### config.mk
export PLATFORM = sky130hd
export DESIGN_NAME = wfifo_burst_drain
export DESIGN_NICKNAME = d
export VERILOG_FILES = /design/src/rtl/wfifo_burst_drain.sv
export SDC_FILE = /design/constraint.sdc
export NUM_CORES = 1
export LEC_CHECK = 0
export ABC_AREA = 1
export BUFFER_PORTS_ARGS = -buffer_cell sky130_fd_sc_hd__buf_2
export CAP_MARGIN = 20
export CELL_PAD_IN_SITES_DETAIL_PLACEMENT = 1
export CELL_PAD_IN_SITES_GLOBAL_PLACEMENT = 2
export CORE_MARGIN = 5
export CORE_UTILIZATION = 35
export CTS_CLUSTER_DIAMETER = 80
export DETAILED_ROUTE_END_ITERATION = 7
export PLACE_DENSITY_LB_ADDON = 0.1
export SKIP_CTS_REPAIR_TIMING = 1
export SLEW_MARGIN = 20
export SYNTH_ARGS = -nofsm -noshare
export SYNTH_HDL_FRONTEND = slang
export SYNTH_SLANG_ARGS = --single-unit
### constraint.sdc
create_clock -name rd_clk -period 5.27 [get_ports rd_clk]
set_input_delay 0 -clock rd_clk [delete_from_list [all_inputs] [get_ports rd_clk]]
set_output_delay 0 -clock rd_clk [all_outputs]
set_load 0.02 [all_outputs]
### src/rtl/wfifo_burst_drain.sv
// Drains a prefetch FIFO into a local burst buffer and replays it as fixed-length AXI4 write bursts.
// Optional AXI watchdog: define WFIFO_DRAIN_WDOG_EN.
module wfifo_burst_drain #(
   parameter int DATA_WIDTH = 32,
   parameter int ADDR_WIDTH = 28,
   parameter int BURST_LEN  = 16,
   parameter logic [ADDR_WIDTH-1:0] BASE_ADDR = '0,
   parameter logic [ADDR_WIDTH-1:0] ADDR_SPAN = 28'h0100000
) (
   input  logic                      rd_clk,
   input  logic                      rd_rst,
   input  logic                      enable,
   output logic                      fifo_rd_en,
   input  logic                      fifo_rd_vld,
   input  logic [DATA_WIDTH-1:0]     fifo_rd_data,
   output logic [ADDR_WIDTH-1:0]     awaddr,
   output logic [7:0]                awlen,
   output logic                      awvalid,
   input  logic                      awready,
   output logic [DATA_WIDTH-1:0]     wdata,
   output logic [DATA_WIDTH/8-1:0]   wstrb,
   output logic                      wlast,
   output logic                      wvalid,
   input  logic                      wready,
   input  logic [1:0]                bresp,
   input  logic                      bvalid,
   output logic                      bready,
   output logic                      busy,
   output logic [31:0]               burst_cnt,
   output logic                      err
);

   localparam int IDX_W = (BURST_LEN > 1) ? $clog2(BURST_LEN) : 1;
   localparam logic [IDX_W-1:0]      LAST_IDX    = IDX_W'(BURST_LEN - 1);
   localparam logic [ADDR_WIDTH-1:0] BURST_BYTES = ADDR_WIDTH'(BURST_LEN * DATA_WIDTH / 8);
   localparam logic [ADDR_WIDTH-1:0] END_ADDR    = BASE_ADDR + ADDR_SPAN;

   localparam logic [2:0] ST_IDLE = 3'd0;
   localparam logic [2:0] ST_FILL = 3'd1;
   localparam logic [2:0] ST_AW   = 3'd2;
   localparam logic [2:0] ST_W    = 3'd3;
   localparam logic [2:0] ST_B    = 3'd4;

   logic [2:0]            state_q, state_d;
   logic [ADDR_WIDTH-1:0] addr_q, addr_d, addr_inc;
   logic [IDX_W-1:0]      fill_idx_q, fill_idx_d;
   logic [IDX_W-1:0]      beat_idx_q, beat_idx_d;
   logic [IDX_W-1:0]      rd_addr;
   logic [31:0]           burst_cnt_q, burst_cnt_d;
   logic                  err_q, err_d;
   logic                  buf_we;
   logic [DATA_WIDTH-1:0] buf_q [BURST_LEN];
   logic [DATA_WIDTH-1:0] wdata_q;
`ifdef WFIFO_DRAIN_WDOG_EN
   logic [15:0]           wdog_q, wdog_d;
   logic                  lock_q, lock_d;
   logic                  axi_hs;
`endif

   assign addr_inc = addr_q + BURST_BYTES;
   assign buf_we   = (state_q == ST_FILL) && fifo_rd_vld;
   // Prefetch the next beat so the registered RAM read lines up with the handshake.
   assign rd_addr  = (state_q == ST_W && wready) ? beat_idx_q + 1'b1 :
                     (state_q == ST_W)           ? beat_idx_q : '0;

   always_comb begin
      state_d     = state_q;
      addr_d      = addr_q;
      fill_idx_d  = fill_idx_q;
      beat_idx_d  = beat_idx_q;
      burst_cnt_d = burst_cnt_q;
      err_d       = err_q;
      case (state_q)
         ST_IDLE: begin
`ifdef WFIFO_DRAIN_WDOG_EN
            if (enable && !lock_q) state_d = ST_FILL;
`else
            if (enable) state_d = ST_FILL;
`endif
            fill_idx_d = '0;
         end
         ST_FILL: begin
            if (fifo_rd_vld) begin
               fill_idx_d = fill_idx_q + 1'b1;
               if (fill_idx_q == LAST_IDX) begin
                  fill_idx_d = '0;
                  state_d    = ST_AW;
               end
            end
         end
         ST_AW: begin
            if (awready) begin
               beat_idx_d = '0;
               state_d    = ST_W;
            end
         end
         ST_W: begin
            if (wready) begin
               beat_idx_d = beat_idx_q + 1'b1;
               if (beat_idx_q == LAST_IDX) state_d = ST_B;
            end
         end
         ST_B: begin
            if (bvalid) begin
               burst_cnt_d = burst_cnt_q + 32'd1;
               if (bresp != 2'b00) err_d = 1'b1;
               addr_d  = (addr_inc == END_ADDR) ? BASE_ADDR : addr_inc;
               state_d = enable ? ST_FILL : ST_IDLE;
            end
         end
         default: state_d = ST_IDLE;
      endcase
`ifdef WFIFO_DRAIN_WDOG_EN
      lock_d = lock_q;
      axi_hs = (state_q == ST_AW && awready) || (state_q == ST_W && wready) ||
               (state_q == ST_B && bvalid);
      wdog_d = '0;
      if (state_q == ST_AW || state_q == ST_W || state_q == ST_B) begin
         wdog_d = axi_hs ? 16'd0 : wdog_q + 16'd1;
         // A timed-out burst is abandoned without touching address or count.
         if (!axi_hs && wdog_q == 16'hFFFF) begin
            err_d       = 1'b1;
            lock_d      = 1'b1;
            state_d     = ST_IDLE;
            addr_d      = addr_q;
            burst_cnt_d = burst_cnt_q;
            wdog_d      = '0;
         end
      end
`endif
   end

   always_ff @(posedge rd_clk) begin
      if (rd_rst) begin
         state_q     <= ST_IDLE;
         addr_q      <= BASE_ADDR;
         fill_idx_q  <= '0;
         beat_idx_q  <= '0;
         burst_cnt_q <= '0;
         err_q       <= 1'b0;
`ifdef WFIFO_DRAIN_WDOG_EN
         wdog_q      <= '0;
         lock_q      <= 1'b0;
`endif
      end else begin
         state_q     <= state_d;
         addr_q      <= addr_d;
         fill_idx_q  <= fill_idx_d;
         beat_idx_q  <= beat_idx_d;
         burst_cnt_q <= burst_cnt_d;
         err_q       <= err_d;
`ifdef WFIFO_DRAIN_WDOG_EN
         wdog_q      <= wdog_d;
         lock_q      <= lock_d;
`endif
      end
   end

   // Burst buffer: no reset so it maps onto block RAM.
   always_ff @(posedge rd_clk) begin
      if (buf_we) buf_q[fill_idx_q] <= fifo_rd_data;
      wdata_q <= buf_q[rd_addr];
   end

   assign fifo_rd_en = (state_q == ST_FILL);
   assign awaddr     = addr_q;
   assign awlen      = 8'(BURST_LEN - 1);
   assign awvalid    = (state_q == ST_AW);
   assign wvalid     = (state_q == ST_W);
   assign wdata      = wdata_q;
   assign wstrb      = '1;
   assign wlast      = (state_q == ST_W) && (beat_idx_q == LAST_IDX);
   assign bready     = (state_q == ST_B);
   assign busy       = (state_q != ST_IDLE);
   assign burst_cnt  = burst_cnt_q;
   assign err        = err_q;

endmodule

==> results.md <==
* DRC at 0
* Clock sinks at 610
* Max_slew headroom at 23.88%
* First-pass GRT wire length at 111300 um
* Detail Placement HPWL at 39550 um
* Post-synthesis register bit count at 610
* Setup TNS at 0 ns
* Failing checks: hold timing
* Syn Area/Cell at 11.93 um^2
* Clk_skew at 0.01517 ns
* Status: finished with violations
* Pins over their slew limit at 0
* Clock Power Share at 44.0%
* GRT Resource Usage Total at 18.71%
* Sequential fraction of the synthesis area at 69.75%
* Antenna violations before repair at 1
* Most common cell after layout, fill and taps aside: edfxtp_1
* Placeable Area at 70270 um^2
* Initial core utilization at 35.37%
* Worst vdd ir at 188.0 uV
* Critical Path Sink Type: flop
* Synth Flop Type: edfxtp_1
* Htree depth at 3
* Placer Congestion at 0.7492
* CTS Buffer Depth at 3
* Hold WC Path Type: input pin to flop
* Final period utilization at 63.80%
* Max Clk Rate at 0.2974 GHz
* Hold slack final at -0.02273 ns
* Sequential share of power at 48.0%
* Worst Setup Start Kind: flop
* Die Wd at 276.5 um
* Internal power component at 8.534 mW
* Hold Fails Final Rpt at 4
* Number of global-route vias before repair at 17.41k
* Logic gate share of total power at 8.0%
* Yosys warnings at 0
* CP Data Required Time at 5.81 ns
* P_sw at 2.749 mW
* Root Driver: clkbuf_16
* Routed via count at 16.66k
* Max-cap violation count at 0
* Drt pass-1 iters at 5
* Largest net degree at the start of global routing at 142
* Fraction of registers with async set/reset at 0%
* Detailed Route WL at 73670 um
* Min Tclk post-route at 3.362 ns
* Hold Path Origin: awready
* Routed Antenna Nets at 0
* Fillers at 7436
* DR WL/cell at 22.72 um
* # nets final at 2293
* Crit Path Max Fanout at 117
* Clock latency on the worst-skew pair at 0.60 ns
* P&R area growth vs syn at 17.48%
* Unrepaired setup endpoints after global routing: no
* Most frequent cells in the layout: edfxtp_1 (512), o21ai_0 (267), nand2_1 (207), nor2_1 (194), buf_2 (133)
* CTS Buf Count at 71
* Vias/cell at 5.137
* Die height at 276.5 um
* CTS tree: done
* Ratio of cells with drive above 1 in the final layout at 15.03%
* Die Footprint at 76440 um^2
* P_leak at 9.902 nW
* Crit Path Class: flop to flop
* Switching share of power at 24.36%
* Mapped cell area at 24850 um^2
* Port bufs at 133
* DRT iter0 DRCs at 1029
* Congestion Overflow GR at 0
* Reg clk slew, reported paths at 0.06 ns
* CP Data Arrival Time at 3.90 ns
* Worst r2r src: state_q[2]
* Crit path from: state_q[2]
* Netlist cell types at 41
* PD cells at 386.4 nW/um^2
* Worst slew pin tran at 1.139 ns
* Mapped Cells at 2083
* Row cnt at 97
* Final setup violation count at 0
* Post-synth EDFFs at 512
* Io pins at 152
-- worst paths after layout --
| kind | end | slack (ns) | depth (start not counted) |
|---|---|---|---|
| worst max-delay path | wdata[18] | 1.91 | 12 |
| worst min-delay path | beat_idx_q[1] | -0.02 | 6 |
| worst max register to register | wdata[18] | 1.91 | 12 |
| worst min register to register | err | 0.45 | 2 |
-- cells in the mapped netlist, types with 2 or more instances --
| cell | number | area share (%) |
|---|---|---|
| inv_2 | 5 | 0.076 |
| nor3_1 | 18 | 0.36 |
| a211oi_1 | 2 | 0.060 |
| xor2_1 | 6 | 0.21 |
| edfxtp_1 | 512 | 62 |
| nor2_2 | 5 | 0.13 |
| buf_2 | 38 | 0.77 |
| or2_2 | 33 | 0.83 |
| nand3_1 | 129 | 2.6 |
| ha_1 | 8 | 0.40 |
| conb_1 | 2 | 0.030 |
| o21ai_0 | 267 | 5.4 |
| nor2_4 | 7 | 0.32 |
| buf_1 | 5 | 0.076 |
| buf_6 | 8 | 0.36 |
| inv_1 | 110 | 1.7 |
| dfxtp_1 | 98 | 7.9 |
| a21oi_1 | 51 | 1.0 |
| clkbuf_1 | 52 | 0.79 |
| nand2_2 | 5 | 0.13 |
| nor2_1 | 209 | 3.2 |
| nor4_1 | 2 | 0.050 |
| o21ai_1 | 46 | 0.93 |
| nand2_1 | 207 | 3.1 |
| a31oi_1 | 3 | 0.076 |
| o21a_1 | 2 | 0.060 |
| nand4_1 | 11 | 0.28 |
| xnor2_1 | 4 | 0.14 |
| buf_4 | 28 | 0.85 |
| o21bai_1 | 99 | 3.0 |
| o211ai_1 | 96 | 2.9 |
| a22oi_1 | 2 | 0.060 |
| nand3b_1 | 5 | 0.15 |
-- state kept, by name, indices dropped and copies added (netlist names) --
signal	flops
awaddr	22
beat_idx_q	4
buf_q	512
burst_cnt	32
err	1
fill_idx_q	4
state_q	3
wdata	32
-- layout make-up --
| class | count | area (um^2) | area share (%) |
|---|---|---|---|
| clock inverters | 33 | 391.6 | 1.341 |
| diodes | 1 | 2.502 | 0.008570 |
| repair buffers | 204 | 1321 | 4.525 |
| flip-flops and latches | 610 | 17340 | 59.37 |
| clock buffers | 98 | 1939 | 6.642 |
| inverters | 116 | 445.4 | 1.525 |
| well taps | 940 | 1176 | 4.028 |
| multi-input cells | 1241 | 6586 | 22.56 |
-- power by group through the flow --
stage          registers (mW)  clock network (mW)  logic, mW
5_1_grt                  5.42                5.33       1.00
4_1_cts                  5.41                5.11      0.894
2_1_floorplan            5.56                   0      0.492
6_report                 5.41                4.97      0.904
3_3_place_gp             5.51                   0      0.875
3_5_place_dp             5.51                   0      0.892
-- worst max-delay path, stage by stage (launching register included) --
cell and delay (ns):
dfxtp_1 0.34, inv_2 0.08, nand3_4 0.11, nor2_4 0.07, nand2_1 0.15, nand2_8 0.39, inv_6 0.95, buf_4 0.51
nor2_1 0.09, o21ai_1 0.14, o21bai_1 0.13, nand3_1 0.10, nand2_1 0.09
-- cell families (layout without fill, tap and decap cells) --
| family | count (synthesis) | after routing | share of synthesized area, % |
|---|---|---|---|
| adder cells (fa/ha/maj) | 8 | 8 | 0.4028 |
| buffers and inverters | 248 | 451 | 4.606 |
| XOR/XNOR | 10 | 10 | 0.3524 |
| flip-flops | 610 | 610 | 69.75 |
| AO/OA/AOI/OAI | 569 | 569 | 13.51 |
| AND/OR/NAND/NOR | 636 | 636 | 11.34 |
| other | 2 | 19 | 0.03022 |
-- through the flow --
| step | std cells | setup WS [ns] | cell area (um^2) | power (mW) | util (%) |
|---|---|---|---|---|---|
| final | 3243 | 1.908 | 29200 | 11.28 | 41.55 |
| after global routing | 3242 | 1.648 | 29200 | 11.75 | 41.55 |
| after CTS | 3203 | 1.891 | 28810 | 11.41 | 40.99 |
| after detailed placement | 3072 | 1.903 | 26480 | 6.405 | 37.68 |
| after global placement | 3072 | 1.961 | 26480 | 6.388 | 37.68 |
| after floorplan | 2099 | 0.9621 | 24910 | 6.054 | - |
-- routing by layer --
metal / track usage, % / vias up / part of all wire (%)
met5: 0 / - / 0
met4: 3.970 / 0 / 1.4
met3: 3.037 / 68 / 3.4
met2: 31.61 / 246 / 48
met1: 25.68 / 8539 / 47
li1: - / 7807 / -
(Power assumes the default switching activity.)
